`src/rtl/soqpsk_pkg.sv`:
```
`default_nettype none
// ============================================================================
// Module      : soqpsk_pkg
// Description : Shared types, alpha codes, address layout and the SOQPSK
//               ternary precoder function for the waveform LUT reader.
// Revision    : 1.0  initial release
// ============================================================================
package soqpsk_pkg;

  // Ternary symbol code: 00 = 0, 01 = +1, 11 = -1 (10 never produced)
  typedef logic [1:0] alpha_t;

  localparam alpha_t ALPHA_ZERO = 2'b00;
  localparam alpha_t ALPHA_POS  = 2'b01;
  localparam alpha_t ALPHA_NEG  = 2'b11;

  // ROM address layout {alpha_cur, alpha_prev, idx} for the default 32 sps
  localparam int SPS_LOG2_DEF  = 5;
  localparam int ADDR_IDX_LSB  = 0;
  localparam int ADDR_PREV_LSB = SPS_LOG2_DEF;
  localparam int ADDR_CUR_LSB  = SPS_LOG2_DEF + 2;

  // Bits map 1 -> +1, 0 -> -1. alpha is 0 when a_k equals a_{k-2};
  // otherwise its sign is (-1)^(k+1)*a_{k-1}*a_k, which in bit form is
  // positive exactly when a_k ^ a_{k-1} ^ parity(k) is 1.
  function automatic alpha_t soqpsk_precode(input logic a_k,
                                            input logic a_km1,
                                            input logic a_km2,
                                            input logic parity);
    alpha_t res;
    res = ALPHA_ZERO;
    if (a_k != a_km2) begin
      res = (a_k ^ a_km1 ^ parity) ? ALPHA_POS : ALPHA_NEG;
    end
    return res;
  endfunction

endpackage : soqpsk_pkg
`default_nettype wire

```
`src/rtl/soqpsk_precoder.sv`:
```
`default_nettype none
// ============================================================================
// Module      : soqpsk_precoder
// Description : Holds the two-bit data history and symbol parity; presents
//               the alpha for the offered bit and advances on load.
// Revision    : 1.0  initial release
// ============================================================================
module soqpsk_precoder
  import soqpsk_pkg::*;
(
  input  logic   clock,
  input  logic   reset_n,
  input  logic   clear,
  input  logic   load,
  input  logic   bit_in,
  output alpha_t alpha
);

  logic a_km1_q, a_km1_d;
  logic a_km2_q, a_km2_d;
  logic parity_q, parity_d;

  // Alpha for the candidate bit against the current history
  assign alpha = soqpsk_precode(bit_in, a_km1_q, a_km2_q, parity_q);

  // History shift on load; clear returns to the post-reset history of +1,+1
  always_comb begin
    a_km1_d  = a_km1_q;
    a_km2_d  = a_km2_q;
    parity_d = parity_q;
    if (clear) begin
      a_km1_d  = 1'b1;
      a_km2_d  = 1'b1;
      parity_d = 1'b0;
    end else if (load) begin
      a_km1_d  = bit_in;
      a_km2_d  = a_km1_q;
      parity_d = ~parity_q;
    end
  end

  // History and parity registers
  always_ff @(posedge clock or negedge reset_n) begin
    if (!reset_n) begin
      a_km1_q  <= 1'b1;
      a_km2_q  <= 1'b1;
      parity_q <= 1'b0;
    end else begin
      a_km1_q  <= a_km1_d;
      a_km2_q  <= a_km2_d;
      parity_q <= parity_d;
    end
  end

endmodule : soqpsk_precoder
`default_nettype wire

```
`src/rtl/soqpsk_lut_reader.sv`:
```
`default_nettype none
// ============================================================================
// Module      : soqpsk_lut_reader
// Description : SOQPSK modulator front end. Precodes the serial bit stream
//               into ternary symbols and drives the 512x14 waveform ROM
//               address, returning samples with an aligned valid strobe.
// Revision    : 1.0  initial release
// ============================================================================
module soqpsk_lut_reader
  import soqpsk_pkg::*;
#(
  parameter int SPS_LOG2 = 5,
  parameter int ADDR_W   = 9,   // must equal 4 + SPS_LOG2
  parameter int DATA_W   = 14,
  parameter int ROM_LAT  = 2    // must be at least 1
) (
  input  logic              clock,
  input  logic              reset_n,
  input  logic              tx_en,
  input  logic              sample_en,
  input  logic              bit_in,
  input  logic              bit_valid,
  output logic              bit_ready,
  output logic [ADDR_W-1:0] rom_address,
  input  logic [DATA_W-1:0] rom_q,
  output logic [DATA_W-1:0] sample_out,
  output logic              sample_valid,
  output logic              underrun
);

  localparam logic [SPS_LOG2-1:0] IDX_LAST = '1;

  logic [SPS_LOG2-1:0] idx_q, idx_d;
  alpha_t              alpha_cur_q, alpha_cur_d;
  alpha_t              alpha_prev_q, alpha_prev_d;
  logic [ADDR_W-1:0]   rom_address_q, rom_address_d;
  logic [ROM_LAT:0]    vpipe_q, vpipe_d;
  logic                underrun_q, underrun_d;

  logic   active;
  logic   boundary;
  logic   load;
  alpha_t alpha_new;

  soqpsk_precoder u_precoder (
    .clock   (clock),
    .reset_n (reset_n),
    .clear   (~tx_en),
    .load    (load),
    .bit_in  (bit_in),
    .alpha   (alpha_new)
  );

  // Strobe decode; a bit is only taken on the last sample of a symbol
  always_comb begin
    active   = tx_en & sample_en;
    boundary = active & (idx_q == IDX_LAST);
    load     = boundary & bit_valid;
  end

  // Address generation and symbol update; both use pre-update alpha/idx
  always_comb begin
    idx_d         = idx_q;
    alpha_cur_d   = alpha_cur_q;
    alpha_prev_d  = alpha_prev_q;
    rom_address_d = rom_address_q;
    underrun_d    = underrun_q;
    if (!tx_en) begin
      // Flush symbol state; the last address is held for the ROM
      idx_d        = '0;
      alpha_cur_d  = ALPHA_ZERO;
      alpha_prev_d = ALPHA_ZERO;
      underrun_d   = 1'b0;
    end else if (active) begin
      rom_address_d = {alpha_cur_q, alpha_prev_q, idx_q};
      idx_d         = idx_q + 1'b1;
      if (boundary) begin
        alpha_prev_d = alpha_cur_q;
        alpha_cur_d  = bit_valid ? alpha_new : ALPHA_ZERO;
        if (!bit_valid) begin
          underrun_d = 1'b1;
        end
      end
    end
  end

  // Valid pipe covers the address register plus the ROM latency; it keeps
  // draining when tx_en drops so in-flight samples are not lost
  always_comb begin
    vpipe_d = {vpipe_q[ROM_LAT-1:0], active};
  end

  // State registers
  always_ff @(posedge clock or negedge reset_n) begin
    if (!reset_n) begin
      idx_q         <= '0;
      alpha_cur_q   <= ALPHA_ZERO;
      alpha_prev_q  <= ALPHA_ZERO;
      rom_address_q <= '0;
      vpipe_q       <= '0;
      underrun_q    <= 1'b0;
    end else begin
      idx_q         <= idx_d;
      alpha_cur_q   <= alpha_cur_d;
      alpha_prev_q  <= alpha_prev_d;
      rom_address_q <= rom_address_d;
      vpipe_q       <= vpipe_d;
      underrun_q    <= underrun_d;
    end
  end

  assign bit_ready    = load;
  assign rom_address  = rom_address_q;
  assign sample_out   = rom_q;
  assign sample_valid = vpipe_q[ROM_LAT];
  assign underrun     = underrun_q;

endmodule : soqpsk_lut_reader
`default_nettype wire
```
`config.mk`:
```
export PLATFORM = sky130hd
export DESIGN_NAME = soqpsk_lut_reader
export DESIGN_NICKNAME = d
export VERILOG_FILES = /design/src/rtl/soqpsk_pkg.sv /design/src/rtl/soqpsk_precoder.sv /design/src/rtl/soqpsk_lut_reader.sv
export SDC_FILE = /design/constraint.sdc
export NUM_CORES = 1
export LEC_CHECK = 0
export BUFFER_PORTS_ARGS = -buffer_cell sky130_fd_sc_hd__buf_2
export CORE_AREA = 2 2 58 60
export CTS_CLUSTER_SIZE = 16
export DETAILED_ROUTE_END_ITERATION = 8
export DIE_AREA = 0 0 60 62
export PLACE_DENSITY = 0.75
export SYNTH_ARGS = -nofsm -noshare
export SYNTH_HDL_FRONTEND = slang
export SYNTH_HIERARCHICAL = 1
export SYNTH_SLANG_ARGS = --single-unit
export TNS_END_PERCENT = 30
```
`constraint.sdc`:
```
create_clock -name clock -period 1.9 [get_ports clock]
set_input_delay 0.475 -clock clock [delete_from_list [all_inputs] [get_ports clock]]
set_output_delay 0.475 -clock clock [all_outputs]
set_load 0.05 [all_outputs]
```
==> results of run 1 <==
## cell usage after synthesis
| master | instances | area, um^2 |
|---|---|---|
| a211o_1 | 2 | 17.5 |
| a21bo_2 | 5 | 50.1 |
| a21oi_1 | 6 | 30.0 |
| and3_1 | 1 | 6.26 |
| and4_2 | 1 | 10.0 |
| buf_4 | 16 | 120 |
| clkbuf_1 | 1 | 3.75 |
| dfrtp_1 | 23 | 576 |
| dfstp_2 | 2 | 52.6 |
| ha_1 | 2 | 25.0 |
| inv_1 | 2 | 7.51 |
| inv_2 | 1 | 3.75 |
| mux2_2 | 9 | 101 |
| mux2i_1 | 4 | 40.0 |
| nand2_1 | 2 | 7.51 |
| nand2_4 | 1 | 11.3 |
| nand2b_1 | 2 | 12.5 |
| nand3_1 | 2 | 10.0 |
| nand3b_1 | 2 | 15.0 |
| nand4_1 | 3 | 18.8 |
| nor2_1 | 4 | 15.0 |
| nor2b_1 | 2 | 12.5 |
| or2b_1 | 1 | 7.51 |
| xnor2_1 | 3 | 26.3 |
## through the flow
step | power (mW) | hold slack (ns) | util, %
6_report | 0.896 | 0.120 | 41.9
5_1_grt | 0.942 | 0.149 | 41.9
4_1_cts | 0.905 | 0.133 | 40.7
3_5_place_dp | 0.669 | 0.337 | 38.7
3_3_place_gp | 0.664 | 0.333 | 38.7
2_1_floorplan | 0.707 | 0.179 | -
## report_power, final
group / leakage, nW / internal, mW / switching (mW)
Clock: 0.0177 / 0.0787 / 0.158
Sequential: 0.336 / 0.546 / 0.00706
Combinational: 0.321 / 0.0346 / 0.0713
## final timing paths
check	start	endpoint	slack [ns]	cells past startpoint
hold reg to reg	vpipe_q[0]	vpipe_q[1]	0.37	0
setup reg to reg	idx_q[1]	u_precoder/a_km2_q	0.22	8
min in group clock	vpipe_q[0]	vpipe_q[1]	0.37	0
max in group asynchronous	reset_n	u_precoder/a_km2_q	1.42	1
hold / removal	reset_n	idx_q[4]	0.12	1
setup / recovery	idx_q[1]	bit_ready	-0.14	5
## layout make-up
class / instances / area (um^2)
clock inverters: 1 / 5.00
multi-input cells: 52 / 438
well taps: 46 / 57.6
clock buffers: 3 / 22.5
flip-flops and latches: 25 / 628
repair buffers: 27 / 170
fillers: 328 / 1850
inverters: 3 / 11.3
## routing by layer
metal	routed length, um	vias up	share of wire [%]
met2	1040	22	51
met1	873	354	43
li1	-	346	-
met3	115	0	5.7
met4	0	0	0
met5	0	-	0
## kinds of logic after synthesis
logic type | after synthesis
AO/OA/AOI/OAI | 13
XOR/XNOR | 3
adder cells (fa/ha/maj) | 2
buffers and inverters | 20
flip-flops | 25
multiplexers | 13
AND/OR/NAND/NOR | 21
## timing repair
item / CTS / global route
gates resized for setup: 7 / 0
setup endpoints to repair: 1 / 1
buffers inserted: 1 / 5
pin swaps: 1 / 1
## state kept, by name, summed over array words and instances, names as in the netlist, 2 cells and up
signal	flops
idx_q	5
alpha_cur_q	2
vpipe_q	3
rom_address	9
alpha_prev_q	2
==> impl_metrics.yaml, run 1 <==
outcome:
  outcome: "finished with violations"
  violations: "negative setup slack"
critical_path:
  cp.required_ns: 1.42
  path_delay_family: "simple AND/OR/NAND/NOR gates"
  critical_path_buf_inv_count: 1
  path_cells: "ha_2 > and3_4 > ha_4 > and4_4 > buf_8"
  slowest_delay_ns: 0.38
  end_kind: "output port"
  startpoint_type: "flop"
  crit_arrival_ns: 1.56
  worstPathMaxFanout: 2
  cp_slowest_cell: "dfrtp_1"
  critPathKind: "flop to output port"
drt:
  drc: 0
  drt_wl_total_um: 2020
  antenna_left: 0
  drtIter0Drc: 5
  routed-via-count: 722
  drt-pass1-iter-count: 3
  vias_per_cell: 4.60
  drt-wirelength-per-cell_um: 12.9
placement:
  gp_congestion: 0.734
  hpwl_um: 1420
  dpl_cell_area_mm2: 0.00123
  port-buffer-count: 17
  place_ws_ns: 0.0342
  place_inst: 147
logic_synthesis:
  synth_compound_area_share_pct: 8.27
  synth_xor_area_share_pct: 2.23
  synth_top_family_by_area: "multiplexers"
  avgSynthCellArea_um2: 12.2
  synth-seq-area-share_pct: 53.2
  ys_types: 24
  ys_ff_latch: 25
  yosys.area_share.adder_pct: 2.12
  synthCells: 97
  synthMuxAreaShare_pct: 12.0
  synth_area_mm2: 0.00118
  yosysWarnings: 6
  syn_nets: 119
  yosys.area_share.simple_pct: 10.7
grt:
  grt_max_degree: 26
  grt_pass1_vias: 743
  met3_usage_pct: 3.11
  grt_use_total_pct: 12.3
  grt_antenna_before_repair: 0
  grt_use_met2_pct: 21.0
  met1_usage_pct: 15.4
  grt_pass1_wl_um: 3420
  top_usage_layer: "met2"
  grt_overflow_total: 0
die:
  die_w_um: 60
  die_y_um: 62
  io_pins: 46
  rows: 21
  die_area_mm2: 0.00372
  core_area_mm2: 0.00318
  start_util_pct: 37.1
clock_network:
  hold_buffers: 0
  h-tree-depth: 1
  clkSlewWorstSetupHoldPaths_ns: 0.13
  clock_latency_ns: 0.31
  cts_tree: "built"
  cts_buffers: 3
  root_buffer: "clkbuf_4"
  cts_buffer_depth: 2
  clock-sinks: 25
finish:
  nNetsFinal: 134
  fin_cells: 157
  final_common_cell: "dfrtp_1"
  design_area_mm2: 0.00133
  area_growth_pct: 12.9
  final_cell_mix: "dfrtp_1 (23), buf_2 (16), buf_4 (10), mux2_2 (9), a21oi_1 (6)"
  drive_gt1_share_pct: 47.7
  diodes: 0
power:
  irDropWorstVdd_v: 0.000383
  power.density_mw_per_mm2: 673
  leakage_nw: 0.675
timing:
  clock.fmax_ghz: 0.491
  setup_slack_ns: -0.139
  final-max-slew-violation-count: 0
  setup_viol: 1
  timing.setup.tns_ns: -0.139
  min_period_ns: 2.04
  tightest_slew_ns: 0.540
  relSlewSlack_pct: 64.0
  hold_viol_final: 0
  fin_skew_ns: 0.000802
  timing.final.crit_share_pct: 107
  rsz0062_at_grt: "yes"
run:
  cap_viol_max_count: 0
hold_path:
  hold_class: "input pin to asynchronous set/reset pin"
(Power assumes the default switching activity.)
==> inputs of run 2 (changes only) <==
Settings changed: REMOVE_ABC_BUFFERS set to 1.
==> impl_metrics.yaml, run 2 (synthesis gave the netlist of run 1 again) <==
outcome:
  outcome: "finished with violations"
  violations: "negative setup slack"
clock_network:
  cts_buffer_depth: 2
  clkSlewWorstSetupHoldPaths_ns: 0.13
  root_buffer: "clkbuf_4"
  clock_latency_ns: 0.31
  cts_buffers: 3
  h-tree-depth: 1
  clock-sinks: 25
  cts_tree: "built"
  hold_buffers: 0
drt:
  drt-pass1-iter-count: 3
  routed-via-count: 743
  top_layer_used: "met4"
  met1Wirelength_um: 884
  wl_met3_um: 184
  routed-wl-met2_um: 995
  antenna_left: 0
  drt_wl_total_um: 2080
  vias_per_cell: 4.82
  drc: 0
  drtIter0Drc: 15
  drt-wirelength-per-cell_um: 13.5
finish:
  design_area_mm2: 0.00131
  final_common_cell: "dfrtp_1"
  largest_reg_flops: 9
  nNetsFinal: 131
  fillers: 321
  utilization_pct: 41.2
  drive_gt1_share_pct: 45.4
  fin_cells: 154
  final_cell_mix: "dfrtp_1 (23), buf_2 (16), mux2_2 (9), buf_4 (7), a21oi_1 (6)"
  area_growth_pct: 10.9
  diodes: 0
die:
  die_y_um: 62
  start_util_pct: 37.1
  core_area_mm2: 0.00318
  die_w_um: 60
  rows: 21
  io_pins: 46
  die_area_mm2: 0.00372
critical_path:
  cp.required_ns: 1.42
  critical_path_buf_inv_count: 1
  cp_slowest_cell: "dfrtp_1"
  worstPathMaxFanout: 2
  reg2reg_to: "u_precoder/a_km2_q"
  end_kind: "output port"
  path_delay_family: "simple AND/OR/NAND/NOR gates"
  ff2ff_path_depth: 7
  crit_arrival_ns: 1.58
  cp_num_cells: 5
  startpoint_type: "flop"
  cp-endpoint: "bit_ready"
  slowest_delay_ns: 0.39
  startpoint: "idx_q[0]"
  critPathKind: "flop to output port"
  r2r_slack_ns: 0.28
  rr_startpoint: "idx_q[0]"
  path_cells: "ha_2 > and3_4 > ha_4 > and4_4 > buf_8"
placement:
  port-buffer-count: 17
  dpl_cell_area_mm2: 0.00124
  place_ws_ns: 0.0242
  place_inst: 148
  hpwl_um: 1530
  gp_congestion: 0.754
timing:
  min_period_ns: 2.05
  timing.final.crit_share_pct: 108
  timing.setup.tns_ns: -0.152
  holdWs_ns: 0.132
  setup_viol: 1
  hold_viol_final: 0
  rsz0062_at_grt: "yes"
  relSlewSlack_pct: 63.4
  fin_skew_ns: 0.00579
  final-max-slew-violation-count: 0
  setup_slack_ns: -0.152
  tightest_slew_ns: 0.549
  clock.fmax_ghz: 0.487
grt:
  grt_antenna_before_repair: 0
  grt_use_total_pct: 12.3
  grt_max_degree: 26
  grt_overflow_total: 0
  grt_pass1_wl_um: 3390
  grt_pass1_vias: 737
power:
  clock_power_share_pct: 25.5
  power.density_mw_per_mm2: 675
  total_power_uw: 883
  irDropWorstVdd_v: 0.000155
  p_comb_share_pct: 11.9
  pwr-share-seq_pct: 62.6
  intPower_uw: 662
  leakage_nw: 0.656
  switching_share_pct: 25.0
  power.switching_uw: 221
run:
  cap_viol_max_count: 0
hold_path:
  hold_class: "input pin to asynchronous set/reset pin"
run 2: cell types whose count changed in the layout (fill, tap and decap cells not counted), sizes merged:
cell    change
clkinv      -1
clkbuf      +1
buf         -3
run 2: final cells by class:
class / count / area, um^2 / area share [%]
inverter: 3 / 11.3 / 0.860
sequential: 25 / 628 / 48.0
tap: 46 / 57.6 / 4.40
clock buffer: 4 / 26.3 / 2.01
timing repair buffer: 24 / 148 / 11.3
multi-input combinational: 52 / 438 / 33.5
run 2: worst min-delay path by stage:
| stage | to | slack, ns |
|---|---|---|
| after floorplan | alpha_cur_q[0] | 0.18 |
| after global placement | vpipe_q[1] | 0.34 |
| after detailed placement | vpipe_q[2] | 0.34 |
| after CTS | rom_address[1] | 0.14 |
| after global routing | rom_address[7] | 0.16 |
| final | rom_address[1] | 0.13 |
run 2: repair_timing:
action                     in CTS  in global routing
pin swaps                       1                  1
setup buffers                   1                  1
setup endpoints to repair       1                  1
gates resized for setup         8                  0
run 2: per-layer routing:
| layer | track usage [%] | vias up |
|---|---|---|
| met5 | 0 | - |
| met4 | 4.76 | 0 |
| met3 | 6.42 | 2 |
| met2 | 18.8 | 29 |
| met1 | 14.8 | 373 |
| li1 | - | 339 |
run 2: power groups by stage:
stage,logic [mW],clock network [mW],registers [mW]
after floorplan,0.0280,0,0.592
after global placement,0.101,0,0.562
after detailed placement,0.104,0,0.563
after CTS,0.106,0.240,0.553
after global routing,0.115,0.251,0.556
final,0.105,0.225,0.553
